`config.mk`:
```
export PLATFORM = sky130hd
export DESIGN_NAME = arrange
export DESIGN_NICKNAME = d
export VERILOG_FILES = /design/src/rtl/arrange.sv
export SDC_FILE = /design/constraint.sdc
export NUM_CORES = 1
export LEC_CHECK = 0
export ABC_AREA = 1
export ABC_CLOCK_PERIOD_IN_PS = 1600
export CAP_MARGIN = 5
export CORE_UTILIZATION = 25
export DETAILED_ROUTE_END_ITERATION = 10
export SYNTH_ARGS = -nofsm -noshare
export SYNTH_HDL_FRONTEND = slang
export SYNTH_SLANG_ARGS = --single-unit
```
`constraint.sdc`:
```
create_clock -name clk -period 1.6 [get_ports clk]
set_input_delay 0.16 -clock clk [delete_from_list [all_inputs] [get_ports clk]]
set_output_delay 0.16 -clock clk [all_outputs]
set_load 0.02 [all_outputs]
```
`src/rtl/arrange.sv`:
```
// ---------------------------------------------------------------------------
// arrange: stable odd/even partitioner with a single registered stage.
//
// Ten WIDTH-bit values are accepted in parallel (A_in first ... J_in last).
// One cycle later they appear on A_out..J_out in a new order:
//   - the even values (bit 0 = 0) come first, in their original A->J order;
//   - the odd values follow, also in their original A->J order.
// Values are never altered. Only bit 0 is used to decide parity.
//
// Optional feature (compile-time macro ARRANGE_ODD_FIRST_EN):
//   When defined, the odd values fill the leading slots and the even values
//   fill the trailing slots. Both groups keep their A->J order. even_count
//   still counts the even values.
//
// Ports:
//   clk          system clock; all state updates on the rising edge
//   rst          asynchronous, active-high reset; clears every output
//   in_valid     sample the ten inputs on this edge
//   A_in..J_in   input values, A_in is the first position
//   out_valid    high for exactly one cycle per newly arranged set
//   A_out..J_out arranged values, A_out is the first slot
//   even_count   number of even values in the set on the outputs (0..10)
//
// When in_valid is low at an edge, out_valid drops and the data outputs and
// even_count keep their last values.
// ---------------------------------------------------------------------------
module arrange #(
    parameter int WIDTH = 4
) (
    input  logic             clk,
    input  logic             rst,
    input  logic             in_valid,
    input  logic [WIDTH-1:0] A_in,
    input  logic [WIDTH-1:0] B_in,
    input  logic [WIDTH-1:0] C_in,
    input  logic [WIDTH-1:0] D_in,
    input  logic [WIDTH-1:0] E_in,
    input  logic [WIDTH-1:0] F_in,
    input  logic [WIDTH-1:0] G_in,
    input  logic [WIDTH-1:0] H_in,
    input  logic [WIDTH-1:0] I_in,
    input  logic [WIDTH-1:0] J_in,
    output logic             out_valid,
    output logic [WIDTH-1:0] A_out,
    output logic [WIDTH-1:0] B_out,
    output logic [WIDTH-1:0] C_out,
    output logic [WIDTH-1:0] D_out,
    output logic [WIDTH-1:0] E_out,
    output logic [WIDTH-1:0] F_out,
    output logic [WIDTH-1:0] G_out,
    output logic [WIDTH-1:0] H_out,
    output logic [WIDTH-1:0] I_out,
    output logic [WIDTH-1:0] J_out,
    output logic [3:0]       even_count
);

`ifdef ARRANGE_ODD_FIRST_EN
    localparam bit ODD_FIRST = 1'b1;
`else
    localparam bit ODD_FIRST = 1'b0;
`endif

    localparam int N = 10;

    logic [WIDTH-1:0] in_vec [N];
    logic [WIDTH-1:0] sorted [N];
    logic [3:0]       num_even;

    logic [WIDTH-1:0] data_d [N];
    logic [WIDTH-1:0] data_q [N];
    logic [3:0]       even_count_d, even_count_q;
    logic             out_valid_d, out_valid_q;

    assign in_vec[0] = A_in;
    assign in_vec[1] = B_in;
    assign in_vec[2] = C_in;
    assign in_vec[3] = D_in;
    assign in_vec[4] = E_in;
    assign in_vec[5] = F_in;
    assign in_vec[6] = G_in;
    assign in_vec[7] = H_in;
    assign in_vec[8] = I_in;
    assign in_vec[9] = J_in;

    // Partition: each group writes at its own running slot pointer. The
    // leading group starts at slot 0; the trailing group starts right after
    // the last slot the leading group will occupy.
    always_comb begin
        logic [3:0] even_idx;
        logic [3:0] odd_idx;

        // NOTE: every variable gets a default before any conditional update;
        // a path that leaves one unassigned would infer a latch.
        num_even = 4'd0;
        for (int i = 0; i < N; i++) begin
            sorted[i] = '0;
        end

        for (int i = 0; i < N; i++) begin
            if (!in_vec[i][0]) begin
                num_even = num_even + 4'd1;
            end
        end

        if (ODD_FIRST) begin
            odd_idx  = 4'd0;
            even_idx = 4'(N) - num_even;
        end else begin
            even_idx = 4'd0;
            odd_idx  = num_even;
        end

        for (int i = 0; i < N; i++) begin
            if (in_vec[i][0]) begin
                sorted[odd_idx] = in_vec[i];
                odd_idx         = odd_idx + 4'd1;
            end else begin
                sorted[even_idx] = in_vec[i];
                even_idx         = even_idx + 4'd1;
            end
        end
    end

    // Load a new set only when in_valid is high; otherwise hold the data.
    always_comb begin
        out_valid_d  = in_valid;
        even_count_d = even_count_q;
        for (int i = 0; i < N; i++) begin
            data_d[i] = data_q[i];
        end
        if (in_valid) begin
            even_count_d = num_even;
            for (int i = 0; i < N; i++) begin
                data_d[i] = sorted[i];
            end
        end
    end

    // NOTE: state registers use non-blocking assignments so every flop
    // samples its _d value from before the edge.
    always_ff @(posedge clk or posedge rst) begin
        if (rst) begin
            out_valid_q  <= 1'b0;
            even_count_q <= 4'd0;
            for (int i = 0; i < N; i++) begin
                data_q[i] <= '0;
            end
        end else begin
            out_valid_q  <= out_valid_d;
            even_count_q <= even_count_d;
            for (int i = 0; i < N; i++) begin
                data_q[i] <= data_d[i];
            end
        end
    end

    assign out_valid  = out_valid_q;
    assign even_count = even_count_q;
    assign A_out      = data_q[0];
    assign B_out      = data_q[1];
    assign C_out      = data_q[2];
    assign D_out      = data_q[3];
    assign E_out      = data_q[4];
    assign F_out      = data_q[5];
    assign G_out      = data_q[6];
    assign H_out      = data_q[7];
    assign I_out      = data_q[8];
    assign J_out      = data_q[9];

endmodule

```
==> run metrics, run 1 <==
RePlAce Congestion 1.05; worst slew pin tran 0.494 ns; CORE AREA 40800 µm²; worst setup path category in2reg; H-tree levels 2; RSZ-0062 raised after global routing yes; Vias/cell 4.96; clk sink count 45; Setup WS post-layout -7.28 ns; antenna viol nets, final 0; Max VDD drop 0.000687 V; synthesized flop and latch total 45; crit path max fanout 4; clock buffers created by TritonCTS 5; Ports 88; register area share after synthesis 10.9%; Syn Nets 2079; DIE WIDTH 206 µm; most used routing layer met2; Pwr Density 1300 nW/µm²; Final Cell Area 17000 µm²; Max Slew Vio Count 0; worst skew pair latency 0.30 ns; CTS root buf clkbuf_16; synth-to-layout area growth 63.7%; final number of hold-violating endpoints 0; pin count of the biggest net entering global routing 46; Port Buffers 87; routing usage on met1 38.0%; Synth Cell Area 10400 µm²; first-pass GRT wire length 83600 µm; drt total wl 55500 µm; fin crit period 8.88 ns; area occupied by multi-input gates 9100 µm²; TritonCTS clock tree done; Row Count 74; DR iter-0 viols 1462; clock skew 0 ns; clock slew at reported path FFs 0.07 ns; Initial Utilization 25.4%; cell mode on critical path nand2_4; Syn Inst Count 1971; Static Leak 9.31 nW; vias in the first global route 14600; max-cap viol count 0; Post-CTS Hold Fix Bufs 0; drt pass-1 iters 6; Hold WC Path Type in2async; fill count 4368; WHS 0.215 ns; Syn Area/Cell 5.25 µm²; Die H 206 µm; Worst path max stage delay 0.61 ns; Rel. slew slack 66.7%; Crit. End Element flip-flop; outcome complete, but fails checks; total number of vias 15300; GRT met2 Usage 42.8%; Unique masters post-synth 36; CTS max path bufs 2; dpl hpwl 47500 µm; GR Layer Usage met3 1.36%; worst path arrival time 9.07 ns; gr ovfl total 0; DR WL/cell 18.0 µm; Tcrit/Tclk final 555%; violated checks setup timing; CP startpoint A_in[0]; drc violations 0; nets@finish 2655; critical path launch point type input port; final setup violating endpoints 44; area of placed instances 15900 µm²; WP data required 1.79 ns; reg-to-reg startpoint D_out[0]$_DFFE_PP0P_; total global-route track usage 26.1%; Fmax 113 MHz; layout cell share with drive strength beyond 1 33.4%; Storage cell area 1130 µm²; initial antenna violation count 0; total power 22.0 mW; Die Area 42200 µm²; synth warn 0; antenna diode count 0; CP max-delay cell fa_2
[synthesized netlist by cell type]
cell type  instances  area share (%)
a21oi_1          124             6.0
and3_1             1           0.060
inv_2             30             1.1
fa_1               1            0.19
clkbuf_1          34             1.2
a31oi_1            5            0.30
clkinv_1           6            0.22
inv_6              1           0.085
or2_2             10            0.60
nand3b_1           9            0.65
nand3_1          263              13
o21bai_1           2            0.14
nor2_1           153             5.5
buf_6              1            0.11
buf_1              5            0.18
nand3_2           23             2.2
dfrtp_1           45              11
nor2_2             2            0.12
and2_1             1           0.060
a21boi_0           1           0.073
buf_2              4            0.19
o21ai_1            5            0.24
ha_1              64             7.7
buf_4              1           0.073
nand4_1           50             3.0
o211ai_1          21             1.5
nand2_1          740              27
o22ai_1            5            0.30
nand2_8            1            0.19
inv_1            208             7.5
nor3_1             4            0.19
nand2_2           48             2.9
o21ai_0           74             3.6
o2111ai_1          3            0.25
nand3_4            2            0.34
nand2_4           24             2.6
[where the power goes]
part	leakage, nW	internal [mW]	switching, mW
logic	8.67	7.77	11.2
clock network	0.0704	0.588	0.501
registers	0.570	1.60	0.314
total	9.31	9.95	12.0
[final timing paths]
| check | slack, ns | endpoint | cells past startpoint |
|---|---|---|---|
| worst min-delay path | 0.22 | J_out[0]$_DFFE_PP0P_ | 3 |
| worst max-delay path | -7.28 | D_out[2]$_DFFE_PP0P_ | 67 |
| max in group asynchronous | 1.17 | H_out[2]$_DFFE_PP0P_ | 3 |
| worst min register to register | 0.49 | H_out[0]$_DFFE_PP0P_ | 2 |
| min in group clk | 0.49 | H_out[0]$_DFFE_PP0P_ | 2 |
| worst max register to register | 0.86 | D_out[0]$_DFFE_PP0P_ | 2 |
[layout by cell type (no fill, tap or decap), types with 6 or more instances in the layout]
cell / instances
nand4_1: 50
dfrtp_1: 45
buf_12: 7
o211ai_1: 21
nor2_1: 138
buf_4: 511
clkdlybuf4s50_1: 84
ha_1: 48
o21ai_1: 8
nand2_2: 88
a21oi_1: 114
nand3b_1: 9
inv_2: 38
nand3_1: 232
nand2_1: 668
a21oi_2: 10
nand2_4: 54
nand3_4: 12
inv_1: 191
inv_4: 6
buf_6: 11
nor2_2: 12
or2_4: 6
ha_4: 16
nand3_2: 45
o21ai_0: 64
[metal layers]
metal	vias to the layer above	part of all wire, %
met5	-	0
met4	0	1.2
met3	39	6.8
met2	531	45
met1	7173	47
li1	7525	-
[kinds of logic after synthesis]
| group | after synthesis | share of synthesized area [%] |
|---|---|---|
| flops | 45 | 10.9 |
| compound gates | 240 | 12.4 |
| fa+ha+maj | 65 | 7.93 |
| simple gates | 1331 | 58.1 |
| buf+inv | 290 | 10.7 |
[final cells by class]
class                   instances  area share [%]
clock buffers                   5           0.738
clock inverters                 3           0.148
inverters                     245            5.71
multi-input cells            1637            53.7
flip-flops and latches         45            6.64
well taps                     532            3.93
repair buffers                613            29.1
[worst max-delay path: cells and delay by family]
| kind | cells | cell delay, ns |
|---|---|---|
| simple gates | 33 | 3.33 |
| fa+ha+maj | 16 | 4.04 |
| buf+inv | 15 | 1.02 |
| compound gates | 3 | 0.49 |
[stage by stage]
step,setup WS (ns),setup TNS (ns),util [%],cells
after floorplan,-7.39,-299.57,-,1971
after global placement,-8.24,-337.92,38.9,3037
after detailed placement,-8.35,-342.28,38.9,3037
after CTS,-7.26,-299.17,40.9,3090
after global routing,-7.61,-310.30,41.5,3080
final,-7.28,-297.01,41.5,3080
[timing repair]
item | CTS | global route
hold endpoints to repair | 0 | 0
resized for setup | 91 | 92
setup endpoints to repair | 44 | 44
pin swaps | 75 | 63
setup buffers | 45 | 16
gates cloned | 0 | 1
No activity file was read; power rests on OpenSTA's default activity.
==> inputs of run 2 (changes only) <==
--- a/config.mk
+++ b/config.mk
@@ -7,7 +7,6 @@
 export LEC_CHECK = 0
 export ABC_AREA = 1
 export ABC_CLOCK_PERIOD_IN_PS = 1600
-export CAP_MARGIN = 5
 export CORE_UTILIZATION = 25
 export DETAILED_ROUTE_END_ITERATION = 10
 export SYNTH_ARGS = -nofsm -noshare
==> results of run 2 <==
Same layout as run 1: the final DEF is identical, and so are final timing and power.
==> inputs of run 3 (changes only) <==
--- a/config.mk
+++ b/config.mk
@@ -6,7 +6,7 @@
 export NUM_CORES = 1
 export LEC_CHECK = 0
 export ABC_AREA = 1
-export ABC_CLOCK_PERIOD_IN_PS = 1600
+export ABC_CLOCK_PERIOD_IN_PS = 7100
 export CORE_UTILIZATION = 25
 export DETAILED_ROUTE_END_ITERATION = 10
 export SYNTH_ARGS = -nofsm -noshare
==> constraint.sdc (replaced) <==
create_clock -name clk -period 7.1 [get_ports clk]
set_input_delay 0.71 -clock clk [delete_from_list [all_inputs] [get_ports clk]]
set_output_delay 0.71 -clock clk [all_outputs]
set_load 0.02 [all_outputs]
==> run 3 against run 2 <==
The flow still finishes with violations (setup timing). Core utilization is 3.3 points lower. Sequential share of layout area is 0.57 points higher. Non-clock buffer count is 142 lower. Design area is 7.9% lower. First-iteration DRC count is 17% higher. Critical path depth is 4 lower. Clock power is 72% lower. Setup slack better by 4.9 ns. Global-route usage is 1.4 points lower. Wire length is 5.0% lower. Cell count is 4.6% lower. Critical path type unchanged. Largest power group unchanged.
==> run metrics, run 3 (same netlist as run 1, synthesis figures left out) <==
outcome complete, but fails checks; violated checks setup timing; reg-to-reg startpoint G_out[0]$_DFFE_PP0P_; area of placed instances 14600 µm²; drt total wl 52800 µm; WHS 0.485 ns; Psw 2.59 mW; cell mode on critical path nand2_4; crit path max fanout 4; Tcrit/Tclk final 133%; final setup violating endpoints 40; vias in the first global route 14200; antenna diode count 0; Ports 88; Max Slew Vio Count 0; worst setup path category in2reg; Crit. End Element flip-flop; Vias/cell 5.09; Row Count 74; layout cell share with drive strength beyond 1 27.2%; Final Non-Filler Cells 2937; clk sink count 45; switching part of the total power 53.6%; Die H 206 µm; synth-to-layout area growth 50.9%; DR iter-0 viols 1710; Initial Utilization 25.4%; combinational power share 84.7%; initial antenna violation count 0; antenna viol nets, final 0; dpl hpwl 43700 µm; CP startpoint C_in[0]; pin count of the biggest net entering global routing 74; RePlAce Congestion 1.00; WP data required 7.28 ns; TritonCTS clock tree done; H-tree levels 2; CP max-delay cell fa_2; Final Cell Area 15600 µm²; most frequent cells in the layout nand2_1, buf_4, nand3_1; CTS root buf clkbuf_16; Hold WC Path Type reg2reg; drc violations 0; critical path launch point type input port; gr ovfl total 0; Die Area 42200 µm²; RSZ-0062 raised after global routing yes; worst skew pair latency 0.29 ns; Cell Int Power 2.24 mW; Port Buffers 87; Worst path max stage delay 0.61 ns; Max VDD drop 0.000133 V; clock skew 0 ns; total number of vias 15000; placed cell count 2867; fin crit period 9.46 ns; DIE WIDTH 206 µm; worst slew pin tran 0.971 ns; total global-route track usage 24.7%; HP Start G_out[1]$_DFFE_PP0P_; clock buffers created by TritonCTS 5; Clk pwr share 6.4%; DR WL/cell 18.0 µm; final number of hold-violating endpoints 0; Rel. slew slack 35.2%; commonest non-fill, non-tap cell in the layout nand2_1; drt pass-1 iters 6; nets@finish 2512; CORE AREA 40800 µm²; total power 4.83 mW; Static Leak 8.56 nW; CTS max path bufs 2; clock slew at reported path FFs 0.07 ns; Setup WS post-layout -2.36 ns; sequential share of power 8.9%; Fmax 106 MHz; max-cap viol count 0; first-pass GRT wire length 79800 µm; worst path arrival time 9.65 ns; Pwr Density 310 nW/µm²
run 3: worst paths after layout:
check                                  endpoint  slack, ns  cells past startpoint
max                        B_out[2]$_DFFE_PP0P_      -2.36                     63
min                        G_out[1]$_DFFE_PP0P_       0.48                      2
max reg2reg                G_out[0]$_DFFE_PP0P_       6.27                      3
min reg2reg                G_out[1]$_DFFE_PP0P_       0.48                      2
max in group asynchronous  J_out[1]$_DFFE_PP0P_       5.52                      2
min in group asynchronous  F_out[0]$_DFFE_PP0P_       0.98                      2
run 3: cell type report:
| class | count | area [µm²] |
|---|---|---|
| clock inverters | 3 | 68.8 |
| multi-input cells | 1636 | 8850 |
| well taps | 532 | 666 |
| clock buffers | 5 | 125 |
| flip-flops and latches | 45 | 1130 |
| fillers | 4445 | 25200 |
| inverters | 245 | 975 |
| repair buffers | 471 | 3810 |
run 3: power groups by stage:
stage | logic [mW] | clock network [mW] | registers [mW]
finish | 4.10 | 0.310 | 0.428
global route | 4.45 | 0.323 | 0.437
CTS | 3.89 | 0.312 | 0.429
detailed placement | 3.69 | 0 | 0.431
global placement | 3.66 | 0 | 0.429
floorplan | 1.98 | 0 | 0.536
run 3: worst max-delay path: cells and delay by family:
family,cells,cell delay (ns)
fa+ha+maj,17,4.33
simple gates,32,3.48
compound gates,4,0.55
buf+inv,10,0.54
run 3: per-layer routing:
layer / vias up / global-route usage [%] / wire length (µm)
li1: 7239 / - / -
met1: 6996 / 33.8 / 23300
met2: 651 / 40.6 / 23900
met3: 77 / 2.80 / 4250
met4: 0 / 6.38 / 1350
met5: - / 0 / 0
run 3: per-stage QoR:
stage	setup TNS, ns	worst slack [ns]	util [%]
finish	-90.09	-2.36	38.3
global route	-102.63	-2.68	38.3
floorplan	-93.28	-2.44	-
CTS	-89.34	-2.36	37.6
detailed placement	-127.89	-3.28	35.7
global placement	-125.18	-3.21	35.7
run 3: what timing repair did:
action / 4_1_cts / 5_1_grt
gates cloned: 0 / 0
hold buffers: 0 / 0
pin swaps: 61 / 71
setup buffers: 56 / 12
setup endpoints to repair: 40 / 40
resized for setup: 54 / 58
